--- config.mk ---
export PLATFORM = sky130hd
export DESIGN_NAME = d_hazard_ctrl_flat
export DESIGN_NICKNAME = d
export VERILOG_FILES = /design/src/rtl/hazard_pkg.sv /design/src/rtl/d_hazard_ctrl_if.sv /design/src/rtl/md_busy_counter.sv /design/src/rtl/d_hazard_ctrl.sv /design/src/flat_wrapper.sv
export SDC_FILE = /design/constraint.sdc
export NUM_CORES = 1
export LEC_CHECK = 0
export CAP_MARGIN = 20
export CORE_AREA = 2 2 85 46
export CTS_CLUSTER_SIZE = 16
export DETAILED_ROUTE_END_ITERATION = 10
export DIE_AREA = 0 0 87 48
export PLACE_DENSITY = 0.84
export SETUP_SLACK_MARGIN = 0.3
export SYNTH_ARGS = -nofsm -noshare
export SYNTH_HDL_FRONTEND = slang
export SYNTH_SLANG_ARGS = --single-unit
--- constraint.sdc ---
create_clock -name clk -period 1.8 [get_ports clk]
set_input_delay 0.36 -clock clk [delete_from_list [all_inputs] [get_ports clk]]
set_output_delay 0.36 -clock clk [all_outputs]
set_load 0.03 [all_outputs]
--- src/rtl/hazard_pkg.sv ---
// Shared types and constants for the D-stage hazard unit: forward selects, Tuse/Tnew encodings,
// shadow-pipe slot layout and MDU latencies. Pure declarations, no timing or flow control.
package hazard_pkg;

    typedef enum logic [1:0] {
        ODATA = 2'b00,
        EDATA = 2'b01,
        MDATA = 2'b10,
        WDATA = 2'b11
    } fwd_sel_e;

    localparam logic [1:0] TUSE_NONE   = 2'd3;
    localparam int         MD_CNT_W    = 4;
    localparam logic [MD_CNT_W-1:0] MD_MULT_CYC = 4'd5;
    localparam logic [MD_CNT_W-1:0] MD_DIV_CYC  = 4'd10;

    typedef struct packed {
        logic [4:0] wa;
        logic [1:0] tnew;
        logic       md;
    } slot_t;

    typedef struct packed {
        logic     stall;
        fwd_sel_e sel;
    } op_res_t;

    function automatic logic [1:0] tnew_age(input logic [1:0] t);
        return (t == 2'd0) ? 2'd0 : t - 2'd1;
    endfunction

endpackage

--- src/rtl/d_hazard_ctrl_if.sv ---
// Decode-stage hazard interface: D-stage operand/destination info in, stall/forward selects out.
// Master is the decoder side, slave is the hazard controller.
interface d_hazard_ctrl_if;
    logic [4:0] D_rs;
    logic [4:0] D_rt;
    logic [1:0] D_Tuse_rs;
    logic [1:0] D_Tuse_rt;
    logic [4:0] D_wa;
    logic [1:0] D_Tnew;
    logic       D_md_start;
    logic       D_md_div;
    logic       D_md_use;
    logic       stall;
    logic [1:0] s_D_rs_data;
    logic [1:0] s_D_rt_data;
    logic       md_busy;

    modport master (
        output D_rs, D_rt, D_Tuse_rs, D_Tuse_rt, D_wa, D_Tnew,
        output D_md_start, D_md_div, D_md_use,
        input  stall, s_D_rs_data, s_D_rt_data, md_busy
    );

    modport slave (
        input  D_rs, D_rt, D_Tuse_rs, D_Tuse_rt, D_wa, D_Tnew,
        input  D_md_start, D_md_div, D_md_use,
        output stall, s_D_rs_data, s_D_rt_data, md_busy
    );
endinterface

--- src/rtl/md_busy_counter.sv ---
// MDU occupancy counter: loads the operation length, then counts down to 0; busy while non-zero.
// Load takes effect on the next edge; async reset aborts a running count immediately.
module md_busy_counter
    import hazard_pkg::*;
(
    input  logic                clk,
    input  logic                reset,
    input  logic                i_load,
    input  logic [MD_CNT_W-1:0] i_load_val,
    output logic [MD_CNT_W-1:0] o_value,
    output logic                o_busy
);

    logic [MD_CNT_W-1:0] r_cnt;

    always_ff @(posedge clk or posedge reset) begin
        if (reset) begin
            r_cnt <= '0;
        end else if (i_load) begin
            r_cnt <= i_load_val;
        end else if (r_cnt != '0) begin
            r_cnt <= r_cnt - 1'b1;
        end
    end

    assign o_value = r_cnt;
    assign o_busy  = (r_cnt != '0);

endmodule

--- src/rtl/d_hazard_ctrl.sv ---
// D-stage hazard controller: shadow E/M/W pipe, zero-latency stall and forward selects; stall freezes PC/D.
// D_HAZARD_FWD_E_EN enables forwarding from E; without it every E match stalls.
module d_hazard_ctrl
    import hazard_pkg::*;
(
    input  logic           clk,
    input  logic           reset,
    d_hazard_ctrl_if.slave hz
);

    slot_t               r_e;
    slot_t               r_m;
    slot_t               r_w;
    logic                r_e_div;
    op_res_t             w_rs_res;
    op_res_t             w_rt_res;
    logic                w_md_stall;
    logic                w_stall;
    logic                w_md_busy;
    logic [MD_CNT_W-1:0] w_md_cnt;
    logic                w_unused_ok;

    // Youngest matching slot wins; W always forwards since its result is already available.
    function automatic op_res_t resolve_op(input logic [4:0] src, input logic [1:0] tuse,
                                           input slot_t e, input slot_t m, input slot_t w);
        op_res_t res;
        res.stall = 1'b0;
        res.sel   = ODATA;
        if (src != 5'd0 && tuse != TUSE_NONE) begin
            if (e.wa == src) begin
`ifdef D_HAZARD_FWD_E_EN
                if (e.tnew > tuse)
                    res.stall = 1'b1;
                else if (e.tnew == 2'd0)
                    res.sel = EDATA;
`else
                res.stall = 1'b1;
`endif
            end else if (m.wa == src) begin
                if (m.tnew > tuse)
                    res.stall = 1'b1;
                else if (m.tnew == 2'd0)
                    res.sel = MDATA;
            end else if (w.wa == src) begin
                res.sel = WDATA;
            end
        end
        return res;
    endfunction

    always_comb begin
        w_rs_res   = resolve_op(hz.D_rs, hz.D_Tuse_rs, r_e, r_m, r_w);
        w_rt_res   = resolve_op(hz.D_rt, hz.D_Tuse_rt, r_e, r_m, r_w);
        w_md_stall = hz.D_md_use && (w_md_busy || r_e.md);
        w_stall    = w_rs_res.stall || w_rt_res.stall || w_md_stall;
    end

    assign hz.stall       = w_stall;
    assign hz.s_D_rs_data = w_stall ? ODATA : w_rs_res.sel;
    assign hz.s_D_rt_data = w_stall ? ODATA : w_rt_res.sel;
    assign hz.md_busy     = w_md_busy;

    always_ff @(posedge clk or posedge reset) begin
        if (reset) begin
            r_e     <= '0;
            r_m     <= '0;
            r_w     <= '0;
            r_e_div <= 1'b0;
        end else begin
            r_w <= r_m;
            r_m <= '{wa: r_e.wa, tnew: tnew_age(r_e.tnew), md: r_e.md};
            if (!w_stall) begin
                r_e     <= '{wa: hz.D_wa, tnew: hz.D_Tnew, md: hz.D_md_start};
                r_e_div <= hz.D_md_start && hz.D_md_div;
            end else begin
                r_e     <= '0;
                r_e_div <= 1'b0;
            end
        end
    end

    // The count starts on the edge where the mult/div leaves E, so busy picks up exactly as E.md drops.
    md_busy_counter u_md_busy_counter (
        .clk        (clk),
        .reset      (reset),
        .i_load     (r_e.md),
        .i_load_val (r_e_div ? MD_DIV_CYC : MD_MULT_CYC),
        .o_value    (w_md_cnt),
        .o_busy     (w_md_busy)
    );

    assign w_unused_ok = ^{r_m.md, r_w.tnew, r_w.md, w_md_cnt};

endmodule

--- src/flat_wrapper.sv ---
// flat-port wrapper written by rule: the top's interface ports become plain ports
module d_hazard_ctrl_flat import hazard_pkg::*;
  (clk, reset, hz_D_rs, hz_D_rt, hz_D_Tuse_rs, hz_D_Tuse_rt, hz_D_wa, hz_D_Tnew, hz_D_md_start, hz_D_md_div, hz_D_md_use, hz_stall, hz_s_D_rs_data, hz_s_D_rt_data, hz_md_busy);
  d_hazard_ctrl_if hz_i ();
  input  logic clk;
  input  logic reset;
  input wire logic [$bits(hz_i.D_rs)-1:0] hz_D_rs;
  input wire logic [$bits(hz_i.D_rt)-1:0] hz_D_rt;
  input wire logic [$bits(hz_i.D_Tuse_rs)-1:0] hz_D_Tuse_rs;
  input wire logic [$bits(hz_i.D_Tuse_rt)-1:0] hz_D_Tuse_rt;
  input wire logic [$bits(hz_i.D_wa)-1:0] hz_D_wa;
  input wire logic [$bits(hz_i.D_Tnew)-1:0] hz_D_Tnew;
  input wire logic [$bits(hz_i.D_md_start)-1:0] hz_D_md_start;
  input wire logic [$bits(hz_i.D_md_div)-1:0] hz_D_md_div;
  input wire logic [$bits(hz_i.D_md_use)-1:0] hz_D_md_use;
  output wire logic [$bits(hz_i.stall)-1:0] hz_stall;
  output wire logic [$bits(hz_i.s_D_rs_data)-1:0] hz_s_D_rs_data;
  output wire logic [$bits(hz_i.s_D_rt_data)-1:0] hz_s_D_rt_data;
  output wire logic [$bits(hz_i.md_busy)-1:0] hz_md_busy;
  assign hz_i.D_rs = hz_D_rs;
  assign hz_i.D_rt = hz_D_rt;
  assign hz_i.D_Tuse_rs = hz_D_Tuse_rs;
  assign hz_i.D_Tuse_rt = hz_D_Tuse_rt;
  assign hz_i.D_wa = hz_D_wa;
  assign hz_i.D_Tnew = hz_D_Tnew;
  assign hz_i.D_md_start = hz_D_md_start;
  assign hz_i.D_md_div = hz_D_md_div;
  assign hz_i.D_md_use = hz_D_md_use;
  assign hz_stall = hz_i.stall;
  assign hz_s_D_rs_data = hz_i.s_D_rs_data;
  assign hz_s_D_rt_data = hz_i.s_D_rt_data;
  assign hz_md_busy = hz_i.md_busy;
  d_hazard_ctrl u_core (.clk(clk), .reset(reset), .hz(hz_i));
endmodule
==> flow_summary_export.csv <==
group,metric,value,unit
status,status,"finished with violations",
status,violations,"negative setup slack",
floorplan,die_y,48,um
run,drv_cap,0,
placement,dp_cells,246,
yosys,netlist_instances,145,
sta,hold_viol_final,0,
power,p_leak,1.086,nW
route,final_antenna_net_count,0,
sta,finalSetupViolCount,14,
sta,fin_crit,2467,ps
clock_network,root_buffer,"clkbuf_8",
hold_path,hp-class,"in2async",
sta,fin_crit_sh,137.0,%
yosys,seq_area_frac_synth,41.84,%
route,drt_pass1_iterations,4,
floorplan,die-width,87,um
route,vias,1322,
floorplan,rows,15,
clock_network,cts_tree,"built",
cells_and_area,fin_util,68.19,%
yosys,async_reset_ff_share,100.0,%
yosys,avgSynthCellArea,10.31,um2
route,drc,0,
placement,placedInstanceArea,2087,um2
sta,slew_viol_final,0,
route,vias_per_cell,5.144,
worst_setup_path,worstPathRequired,1440,ps
yosys,synthTopCellsByCount,"dfrtp_1, xor2_1, nor3_1, nand2_1, xnor2_1",
worst_setup_path,end_kind,"output pin",
placement,port-buffer-count,31,
clock_network,h-tree-depth,1,
power,p_total,2.031,mW
placement,dpl.hpwl,2935,um
sta,setup_slack,-666.8,ps
grt,grt_pass1_vias,1392,
route,drt-initial-drc-count,56,
route,routed_wl,4261,um
worst_setup_path,arrival,2110,ps
sta,clock.fmax,0.4054,GHz
yosys,ys_types,31,
worst_setup_path,crit_type,"in2out",
yosys,synth.net_count,177,
floorplan,start_util,44.51,%
sta,tightestPinTransition,354.1,ps
floorplan,die-area,4176,um2
yosys,ys_seq_elements,25,
sta,fin_worst_skew,8.553,ps
clock_network,cts_inserted_buffers,3,
placement,place_ws,-765.0,ps
clock_network,clk_latency,270,ps
yosys,synth.top_cell.area_share,41.84,%
yosys,ys.flop_type,"dfrtp_1",
yosys,yosysTopAreaCell,"dfrtp_1",
cells_and_area,fin_cells,257,
sta,setup_tns,-3930,ps
worst_setup_path,rr_worst_depth,9,
worst_setup_path,cp_max_fo,4,
grt,grt_max_degree,26,
cells_and_area,fin_nets,248,
cells_and_area,drive_gt1_share,37.21,%
sta,rsz0062_at_grt,"true",
yosys,synth_edf_count,0,
clock_network,cts_max_path_buffers,2,
floorplan,io_pins,32,
yosys,synthTopCellsByArea,"dfrtp_1, xor2_1, xnor2_1, nor3_1, ha_1",
yosys,synth_warnings,0,
power,p_per_area,886.4,nW/um2
sta,relSlewSlack,76.17,%
placement,place_congestion,0.8207,
power,ir_drop,0.4979,mV
clock_network,numClockSinks,25,
worst_setup_path,ff2ff_setup_slack,-120,ps
grt,antenna_found_initial,0,
worst_setup_path,start_kind,"primary input",
floorplan,core,3359,um2
yosys,syn_area,1495,um2
cells_and_area,syn_to_final_growth,53.22,%
grt,grt_overflow,0,
yosys,synth.most_common_cell,"dfrtp_1",
clock_network,hold_buffers,0,
cells_and_area,fin_area,2291,um2
route,drt-wirelength-per-cell,16.58,um
grt,grt_pass1_wl,6541,um
clock_network,cts.clk_slew.worst_paths,90,ps
grt,grt_usage,21.32,%
sta,whs,416.9,ps
cells_and_area,antennaDiodeCount,0,
[worst paths after layout]
check	startpoint	end
min in group clk	u_core.r_e[7]	u_core.r_m[7]
max in group asynchronous	reset	u_core.r_m[2]
hold / removal	reset	u_core.r_m[1]
hold reg to reg	u_core.r_e[7]	u_core.r_m[7]
setup / recovery	hz_D_rt[2]	hz_s_D_rs_data[0]
setup reg to reg	u_core.r_m[2]	u_core.r_e[2]
[state kept, by name, summed over array words and instances (netlist names)]
signal / flops
u_core.r_w: 5
u_core.r_e_div: 1
u_core.u_md_busy_counter.o_value: 4
u_core.r_m: 7
u_core.r_e: 8
[placed cells by master (no fill, tap or decap), types with 4 or more instances in the layout]
cell and instances:
dlygate4sd2_1 11, nand3_2 4, nor2_1 7, nor3_2 6
nor3_1 13, buf_4 34, dfrtp_1 24, clkdlybuf4s50_1 14
inv_2 4, buf_6 8, xnor2_1 9, xor2_1 22
nand2_1 12
[cell families after synthesis]
kind of cell / count (synthesis) / share of synthesized area, %
AND/OR/NAND/NOR: 57 / 21.51
buffers and inverters: 8 / 2.260
multiplexers: 2 / 1.339
XOR/XNOR: 32 / 18.74
flip-flops: 25 / 41.84
adder cells (fa/ha/maj): 6 / 5.021
AO/OA/AOI/OAI: 15 / 9.288
[final cells by class]
class / instances / area, um2
timing repair buffer: 67 / 581.8
fill: 218 / 1069
tap: 42 / 52.55
inverter: 7 / 28.78
clock buffer: 4 / 45.04
sequential: 25 / 626.9
multi-input combinational: 112 / 955.9
[what timing repair did]
item | CTS | global route
pin swaps | 7 | 6
setup buffers | 3 | 4
endpoints found under the setup margin | 15 | 15
gates resized for setup | 38 | 3
[per-layer routing]
layer	GRT usage, %	vias up	wire, um
li1	-	633	-
met1	25.90	652	1819
met2	41.53	33	2256
met3	4.138	4	140
met4	3.438	0	44
met5	0	-	0
[worst max-delay path, stage by stage]
cell             delay [ps]
clkdlybuf4s50_1         500
buf_4                   180
xnor2_1                 240
nand3_2                 170
a21bo_1                 260
and4b_2                 250
buf_6                   140
[power breakdown]
group	internal, mW	switching, mW
clock network	0.158	0.181
logic	0.510	0.418
registers	0.666	0.0968
total	1.33	0.696
Power figures use the tool's default switching activity.
